--- config.mk ---
export PLATFORM = sky130hd
export DESIGN_NAME = game_ctrl
export DESIGN_NICKNAME = d
export VERILOG_FILES = /design/src/rtl/game_ctrl_pkg.sv /design/src/rtl/game_ctrl_maze_move_check.sv /design/src/rtl/game_ctrl.sv
export SDC_FILE = /design/constraint.sdc
export NUM_CORES = 1
export LEC_CHECK = 0
export ABC_AREA = 1
export CORE_AREA = 2 2 484 486
export CTS_BUF_LIST = sky130_fd_sc_hd__clkbuf_16
export DETAILED_ROUTE_END_ITERATION = 8
export DIE_AREA = 0 0 486 488
export GPL_TIMING_DRIVEN = 0
export PLACE_DENSITY = 0.38
export SYNTH_ARGS = -nofsm -noshare
export SYNTH_HDL_FRONTEND = slang
export SYNTH_SLANG_ARGS = --single-unit
--- constraint.sdc ---
create_clock -name i_Clk -period 9.4 [get_ports i_Clk]
set_input_delay 0.94 -clock i_Clk [delete_from_list [all_inputs] [get_ports i_Clk]]
set_output_delay 0.94 -clock i_Clk [all_outputs]
set_load 0.02 [all_outputs]
--- src/rtl/game_ctrl_pkg.sv ---
// Shared definitions for the maze game sequencer.
//   ROW, COLUME      : default maze dimensions in cells
//   PosXW, PosYW     : widths of the player X/Y coordinates
//   state_e          : sequencer state encoding (also driven on o_State)
//   DirUp..DirRight  : bit positions inside the one-hot direction vector
package game_ctrl_pkg;

  localparam int unsigned ROW    = 30;
  localparam int unsigned COLUME = 40;

  localparam int unsigned PosXW = 7;
  localparam int unsigned PosYW = 6;

  typedef enum logic [1:0] {
    StIdle  = 2'd0,
    StPlay  = 2'd1,
    StDraw  = 2'd2,
    StClear = 2'd3
  } state_e;

  localparam int unsigned DirUp    = 0;  // Y-1
  localparam int unsigned DirDown  = 1;  // Y+1
  localparam int unsigned DirLeft  = 2;  // X-1
  localparam int unsigned DirRight = 3;  // X+1

endpackage

--- src/rtl/game_ctrl_maze_move_check.sv ---
// Combinational move legality check for one key event.
//   i_X, i_Y      : current player cell
//   i_Direction   : one-hot direction (up, down, left, right)
//   i_Map         : wall map, bit Y*COLUME+X, 1 = wall
//   o_TargetX/Y   : cell the move would land on (current cell if not one-hot)
//   o_fValid      : direction is one-hot, target is inside the grid and not a wall
//   o_fGoal       : move is valid and lands on the goal cell
module maze_move_check #(
  parameter int unsigned ROW    = game_ctrl_pkg::ROW,
  parameter int unsigned COLUME = game_ctrl_pkg::COLUME,
  parameter int unsigned GOAL_X = COLUME - 2,
  parameter int unsigned GOAL_Y = ROW - 2
) (
  input  logic [6:0]            i_X,
  input  logic [5:0]            i_Y,
  input  logic [3:0]            i_Direction,
  input  logic [ROW*COLUME-1:0] i_Map,
  output logic [6:0]            o_TargetX,
  output logic [5:0]            o_TargetY,
  output logic                  o_fValid,
  output logic                  o_fGoal
);

  import game_ctrl_pkg::*;

  localparam int unsigned CellW = $clog2(ROW * COLUME);

  logic             one_hot;
  logic             in_bounds;
  logic             wall;
  logic [CellW-1:0] cell_idx;

  always_comb begin
    one_hot   = $onehot(i_Direction);
    o_TargetX = i_X;
    o_TargetY = i_Y;
    in_bounds = 1'b0;
    if (one_hot) begin
      unique case (1'b1)
        i_Direction[DirUp]: begin
          in_bounds = (i_Y != '0);
          o_TargetY = i_Y - 6'd1;
        end
        i_Direction[DirDown]: begin
          in_bounds = (32'(i_Y) < ROW - 1);
          o_TargetY = i_Y + 6'd1;
        end
        i_Direction[DirLeft]: begin
          in_bounds = (i_X != '0);
          o_TargetX = i_X - 7'd1;
        end
        i_Direction[DirRight]: begin
          in_bounds = (32'(i_X) < COLUME - 1);
          o_TargetX = i_X + 7'd1;
        end
        default: in_bounds = 1'b0;
      endcase
    end
  end

  // Out-of-grid targets never address the map, so the index stays below ROW*COLUME.
  always_comb begin
    cell_idx = '0;
    if (in_bounds) begin
      cell_idx = CellW'(32'(o_TargetY) * COLUME + 32'(o_TargetX));
    end
    wall = i_Map[cell_idx];
  end

  assign o_fValid = one_hot & in_bounds & ~wall;
  assign o_fGoal  = o_fValid && (32'(o_TargetX) == GOAL_X) && (32'(o_TargetY) == GOAL_Y);

endmodule

--- src/rtl/game_ctrl.sv ---
// Top-level maze game sequencer.
//   i_Clk, i_Rst     : clock, synchronous active-high reset
//   i_Direction      : one-hot direction sampled with i_fKey
//   i_fKey           : one-cycle key-event strobe
//   i_Map            : wall map of the current level (bit Y*COLUME+X, 1 = wall)
//   i_fDrawDone      : one-cycle strobe, renderer finished the frame
//   o_State          : IDLE=0, PLAY=1, DRAW=2, CLEAR=3
//   o_Level          : current level index
//   o_PlayerPos_X/Y  : player cell
//   o_fRunning       : stopwatch enable (PLAY or DRAW)
//   o_fUpdate        : one-cycle redraw request per position change
//   o_fLevelUP       : one-cycle pulse on level advance
// Every output comes straight from a register.
module game_ctrl #(
  parameter int unsigned ROW          = game_ctrl_pkg::ROW,
  parameter int unsigned COLUME       = game_ctrl_pkg::COLUME,
  parameter int unsigned START_X      = 1,
  parameter int unsigned START_Y      = 1,
  parameter int unsigned GOAL_X       = COLUME - 2,
  parameter int unsigned GOAL_Y       = ROW - 2,
  parameter int unsigned MAX_LEVEL    = 4,
  parameter int unsigned DRAW_TIMEOUT = 1000000
) (
  input  logic                  i_Clk,
  input  logic                  i_Rst,
  input  logic [3:0]            i_Direction,
  input  logic                  i_fKey,
  input  logic [ROW*COLUME-1:0] i_Map,
  input  logic                  i_fDrawDone,
  output logic [1:0]            o_State,
  output logic [1:0]            o_Level,
  output logic [6:0]            o_PlayerPos_X,
  output logic [5:0]            o_PlayerPos_Y,
  output logic                  o_fRunning,
  output logic                  o_fUpdate,
  output logic                  o_fLevelUP
);

  import game_ctrl_pkg::*;

  localparam int unsigned CntW = (DRAW_TIMEOUT > 1) ? $clog2(DRAW_TIMEOUT) : 1;

  localparam logic [6:0]      StartX    = 7'(START_X);
  localparam logic [5:0]      StartY    = 6'(START_Y);
  localparam logic [1:0]      LastLevel = 2'(MAX_LEVEL - 1);
  localparam logic [CntW-1:0] CntLast   = CntW'(DRAW_TIMEOUT - 1);

  state_e          state_q, state_d;
  logic [1:0]      level_q, level_d;
  logic [6:0]      x_q, x_d;
  logic [5:0]      y_q, y_d;
  logic            running_q, running_d;
  logic            update_q, update_d;
  logic            level_up_q, level_up_d;
  logic [CntW-1:0] cnt_q, cnt_d;

  logic [6:0] target_x;
  logic [5:0] target_y;
  logic       move_valid;
  logic       move_goal;

  maze_move_check #(
    .ROW    (ROW),
    .COLUME (COLUME),
    .GOAL_X (GOAL_X),
    .GOAL_Y (GOAL_Y)
  ) u_move_check (
    .i_X         (x_q),
    .i_Y         (y_q),
    .i_Direction (i_Direction),
    .i_Map       (i_Map),
    .o_TargetX   (target_x),
    .o_TargetY   (target_y),
    .o_fValid    (move_valid),
    .o_fGoal     (move_goal)
  );

  always_comb begin
    state_d    = state_q;
    level_d    = level_q;
    x_d        = x_q;
    y_d        = y_q;
    cnt_d      = cnt_q;
    update_d   = 1'b0;
    level_up_d = 1'b0;

    case (state_q)
      StIdle: begin
        if (i_fKey) begin
          x_d      = StartX;
          y_d      = StartY;
          update_d = 1'b1;
          cnt_d    = '0;
          state_d  = StDraw;
        end
      end

      StPlay: begin
        if (i_fKey && move_valid) begin
          update_d = 1'b1;
          cnt_d    = '0;
          if (move_goal && (level_q < LastLevel)) begin
            level_d    = level_q + 2'd1;
            x_d        = StartX;
            y_d        = StartY;
            level_up_d = 1'b1;
            state_d    = StDraw;
          end else if (move_goal) begin
            // Last level finished: show the final cell and freeze the timer.
            x_d     = target_x;
            y_d     = target_y;
            state_d = StClear;
          end else begin
            x_d     = target_x;
            y_d     = target_y;
            state_d = StDraw;
          end
        end
      end

      StDraw: begin
        // Keys are dropped here; the renderer or the timeout releases PLAY.
        if (i_fDrawDone || (cnt_q == CntLast)) begin
          cnt_d   = '0;
          state_d = StPlay;
        end else begin
          cnt_d = cnt_q + 1'b1;
        end
      end

      StClear: begin
        if (i_fKey) begin
          level_d = '0;
          x_d     = StartX;
          y_d     = StartY;
          state_d = StIdle;
        end
      end

      default: state_d = StIdle;
    endcase

    running_d = (state_d == StPlay) || (state_d == StDraw);
  end

  always_ff @(posedge i_Clk) begin
    if (i_Rst) begin
      state_q    <= StIdle;
      level_q    <= '0;
      x_q        <= StartX;
      y_q        <= StartY;
      running_q  <= 1'b0;
      update_q   <= 1'b0;
      level_up_q <= 1'b0;
      cnt_q      <= '0;
    end else begin
      state_q    <= state_d;
      level_q    <= level_d;
      x_q        <= x_d;
      y_q        <= y_d;
      running_q  <= running_d;
      update_q   <= update_d;
      level_up_q <= level_up_d;
      cnt_q      <= cnt_d;
    end
  end

  assign o_State       = state_q;
  assign o_Level       = level_q;
  assign o_PlayerPos_X = x_q;
  assign o_PlayerPos_Y = y_q;
  assign o_fRunning    = running_q;
  assign o_fUpdate     = update_q;
  assign o_fLevelUP    = level_up_q;

endmodule
## Yosys cells after proc, flatten, opt, wreduce, memory -nomap -nowiden

Cells that the tools add are included.

- $add $sub $neg: 10
- Multiply operators: 1
- Magnitude comparators: 4
- Equal/unequal tests: 14
- Multiplexer cells: 36
- Bitwise logic cells: 5
- Reductions and logical operators: 17

Operators with widths:

| operator | count |
|---|---|
| $mux 20 | 3 |
| $pmux 20 s3 | 1 |
| $mux 7 | 4 |
| $pmux 7 s2 | 2 |
| $mux 6 | 4 |
| $pmux 6 s2 | 2 |
| $add 20x1->20 const B | 1 |
| $eq 20x20->1 const B | 1 |
| $mux 2 | 7 |
| $lt 11x12->1 const B | 1 |
| $add 11x7->11 | 1 |
| $bmux 1 s11 | 1 |
| $mux 11 | 1 |
| $mul 6x3->8 const B | 1 |
| $ne 2x2->1 const B | 4 |
| $pmux 2 s4 | 1 |
| $add 7x1->7 const B | 1 |
| $eq 7x6->1 const B | 1 |
| $lt 7x6->1 const B | 1 |
| $mux 1 | 7 |
| $reduce_bool 7->1 | 1 |
| $sub 7x1->7 const B | 1 |
| $add 6x1->6 const B | 1 |
| $eq 2x2->1 const B | 3 |
| other kinds (25) | 36 |

- Bits in registers: 40

## Depth between registers and ports, before layout

- Depth in word-level cells: 19
- Mapped depth: 38

## Cells and area by module

A second synthesis with hierarchy kept.

- Cells, all modules: 3,929
- Area, all modules: 18,835.6 um2

By module, submodules not included:

| module | times used | cells an instance | area each (um2) | seq. area each (um2) |
|---|---|---|---|---|
| maze_move_check | 1 | 3,659 | 16,853.7 | 0.0 |
| game_ctrl | 1 | 270 | 1,981.9 | 800.8 |

## Worst setup path after synthesis

OpenSTA, ideal clock, no wires.

- Kind: input port to flip-flop
- Start point: in i_Direction[3]
- End point: reg cnt_q[14]
- Library setup time: 0.117 ns
- Arrival time: 5.932 ns
- Path slack: 3.351 ns
- Cell stages on the path: 29
- Cell sequence: inv_1 -> ha_1 -> ha_1 -> fa_1 -> nor2_1 -> nand2_2 -> or2_1 -> buf_2 -> o21ai_0 -> ha_1 -> ha_1 -> fa_1 -> a21boi_0 -> nand2_1 -> nor2_1 -> xor2_1 -> xor2_1 -> a21oi_1 -> nand3_1 -> nand2_1 -> inv_1 -> nand3_1 -> nand2_1 -> nand2_1 -> buf_6 -> nor2_2 -> nand2_1 -> o21ai_1 -> a21oi_1

- Word-level cells in the longest chain between the ends: 14
- Elaborated cells on any way between the ends: 19
- Those cells by class: add/sub: 3; mul: 1; eq/ne: 2; mux: 8; bitwise: 3; reduce/logical: 2

Ends and longest elaborated chain:

| what | RTL line | RTL |
|---|---|---|
| start: declaration | game_ctrl.sv:26 | `input logic [3:0] i_Direction,` |
| $add 1x1->2 (implied by the code) | game_ctrl_maze_move_check.sv:34 | `one_hot = $onehot(i_Direction);` |
| $add 3x3->3 (implied by the code) | game_ctrl_maze_move_check.sv:34 |  |
| $eq 3x1->1 | game_ctrl_maze_move_check.sv:34 |  |
| $mux 6 | game_ctrl_maze_move_check.sv:38 | `if (one_hot) begin` |
| $mul 6x3->8 | game_ctrl_maze_move_check.sv:65 | `cell_idx = CellW'(32'(o_TargetY) * COLUME + 32'(o_TargetX));` |
| $add 11x7->11 | game_ctrl_maze_move_check.sv:65 |  |
| $mux 11 | game_ctrl_maze_move_check.sv:64 | `if (in_bounds) begin` |
| $bmux 1 s11 | game_ctrl_maze_move_check.sv:67 | `wall = i_Map[cell_idx];` |
| $mux 1 (implied by the code) | game_ctrl_maze_move_check.sv:67 |  |
| $not 1->1 | game_ctrl_maze_move_check.sv:70 | `assign o_fValid = one_hot & in_bounds & ~wall;` |
| $and 1x1->1 * | game_ctrl_maze_move_check.sv:70 |  |
| $logic_and 1x1->1 * | game_ctrl.sv:99 | `if (i_fKey && move_valid) begin` |
| $ne 2x2->1 (no line) * | -- |  |
| $reduce_and 3->1 (no line) * | -- |  |
| end signal: assignment | game_ctrl.sv:164 | `cnt_q <= cnt_d;` |
| end: declaration | game_ctrl.sv:55 | `logic [CntW-1:0] cnt_q, cnt_d;` |

Every way passes the cells marked *; elsewhere a longest branch is shown, timed or not. The select of a mux whose other input is x is not followed.
A chain may end at the register's enable or synchronous reset.

## Worst setup path in the final report

- Start point: in i_Direction[3]
- End point: reg cnt_q[13]

The elaborated chain is that of the path after synthesis.

==> flow_summary.yaml <==
drt:
  drtAntennaViolNets: 0
  wirelength_mm: 247
  firstDrtPassIters: 8
  via_count: 32500
  drc: 0
  first_iter_violations: 2377
  wire_per_inst_um: 29.9
  viasPerCell: 3.94
layout:
  fin_util_pct: 15.2
  final_common_cell: "clkdlybuf4s50_1"
  final_cell_mix: "1227 x clkdlybuf4s50_1, 1065 x nand3_1, 1037 x nand2_1"
  fill_cells: 27500
  layout-drive-gt1-share_pct: 4.66
  final_area_um2: 35100
  area_growth_pct: 87.9
  final_nets: 6420
  fin_cells: 8267
clock_tree:
  clockBufferDepth: 2
  hold_buffers: 0
  cts-root-buf: "clkbuf_16"
  clk_latency_ns: 0.29
  cts_buffers: 5
  cts_max_level: 2
  clock_sinks: 40
  path_clk_slew_ns: 0.06
  cts_tree: "built"
global_routing:
  grt_pass1_vias: 32600
  grt_max_degree: 14
  grt_pass1_wl_mm: 314
  track_usage_pct: 19.8
  overflow: 0
  antenna_found_initial: 100
setup_path:
  slowest_stage: "buf_1"
  crit_top_cell: "nand3_1"
  critical_path_class: "in2reg"
  endpoint_kind: "flip-flop"
  worst_setup_path_start_kind: "input pin"
  path_max_fanout: 10
  slowest_delay_ns: 0.95
  crit_arrival_ns: 9.00
  crit_required_ns: 9.63
sta:
  final-max-slew-violation-count: 0
  fin_crit_ns: 8.76
  worst_hold_slack_ns: 0.475
  finalHoldViolations: 0
  setup_viol: 0
  finalSetupTns_ns: 0
  clock_skew_ns: 0.00478
  worst-slew-pin-transition_ns: 1.46
  fmax_ghz: 0.114
  period_share_pct: 93.2
  slew_headroom_pct: 2.79
  rsz0062_at_grt: "no"
  setup_ws_ns: 0.636
die:
  die_x_um: 486
  start_util_pct: 8.07
  die_area_um2: 237000
  die_h_um: 488
  coreArea_um2: 232000
  io_pins: 1228
  rows: 177
pwr:
  p_leak_nw: 16.4
  power_mw: 4.55
  ir_worst_vdd_mv: 0.0565
  powerDensity_nw_per_um2: 130
logic_synthesis:
  seq_area_frac_synth_pct: 4.28
  synth_area_um2: 18700
  synthesis.nets: 5184
  avgSynthCellArea_um2: 4.75
  yosysWarnings: 0
  synthCells: 3939
  synth_cell_types: 41
  ys_ff_latch: 40
placement:
  port_buffers: 1227
  dp.cells: 8211
  gp_congestion: 0.900
  post-place-ws_ns: -0.413
  dpl.hpwl_mm: 211
  dpl_cell_area_um2: 34900
job:
  drv_cap: 0
min_path:
  hp-class: "reg2reg"
status:
  status: "complete, no violations"
[final cells by class]
class                   count  area [um2]  area share (%)
multi-input cells        2732       13300            37.9
repair buffers           1229       12300            35.1
well taps                3043        3810            10.8
inverters                 857        3230            9.18
plain buffers             310        1400            3.98
flip-flops and latches     40         801            2.28
clock buffers               5         125           0.356
diodes                     48         120           0.342
clock inverters             3        18.8          0.0534
[cell families (layout without fill, tap and decap cells)]
family / count (synthesis) / count (layout) / synth area share (%)
and+or+nand+nor: 2486 / 2486 / 61.3
buffers and inverters: 1167 / 2404 / 24.6
AOI/OAI and AO/OA: 190 / 190 / 6.14
DFF: 40 / 40 / 4.28
adders and majority gates: 37 / 37 / 2.68
xor gates and xnor gates: 18 / 18 / 0.943
muxes: 1 / 1 / 0.0535
other: 0 / 48 / 0
[critical path, delay by kind of cell]
kind	cells	cell delay [ns]
buf+inv	8	3.06
fa+ha+maj	4	1.50
simple gates	16	2.67
compound gates	2	0.76
[report_power, final]
group          switching (mW)  total, mW  internal [mW]
combinational            2.97       4.20           1.23
sequential            0.00665      0.181          0.174
clock                  0.0727      0.171         0.0979
total                    3.05       4.55           1.50
[worst paths after layout]
check              startpoint         end  slack, ns  cells after the start
max            i_Direction[3]   cnt_q[13]       0.64                     30
min                o_Level[1]  o_Level[1]       0.48                      2
max reg2reg  o_PlayerPos_X[2]   cnt_q[13]       2.48                     27
min reg2reg        o_Level[1]  o_Level[1]       0.48                      2
[repair_timing]
| item | 4_1_cts | 5_1_grt |
|---|---|---|
| resized for setup | 1 | 3 |
| buffers inserted | 0 | 0 |
| cloned | 0 | 0 |
| setup endpoints to repair | 16 | 31 |
[cells in the mapped netlist, drive strengths merged]
library cell  number  area [um2]
clkinv             3        11.3
o211ai            71         533
mux2i              1        10.0
fa                 5         100
a21oi             43         215
nor2              72         289
a21boi             1        7.51
ha                32         400
o21a               4        30.0
o21ai             67         335
a31oi              2        12.5
buf              212        1020
a211oi             1        7.51
clkbuf            98         369
xor2              17         168
inv              854        3210
or3                1        6.26
nand4            204        1280
or2               73         457
nand3           1069        5360
a22oi              1        7.51
nand2           1040        3910
xnor2              1        8.76
nor3              17        96.4
nor3b              3        22.5
dfxtp             40         801
nor4               7        43.8
[registers in the layout, summed over array words and instances (netlist names)]
| register | cells |
|---|---|
| cnt_q | 20 |
| o_State | 2 |
| o_fLevelUP | 1 |
| o_PlayerPos_Y | 6 |
| o_fRunning | 1 |
| o_Level | 2 |
| o_PlayerPos_X | 7 |
| o_fUpdate | 1 |
[routing by layer]
metal,global-route usage (%),vias to the layer above,share of wire [%]
li1,-,15100,-
met1,24.6,15700,42
met2,35.2,1509,49
met3,2.92,271,5.7
met4,5.35,32,2.9
met5,0,-,0.081
No activity file was read; power rests on OpenSTA's default activity.
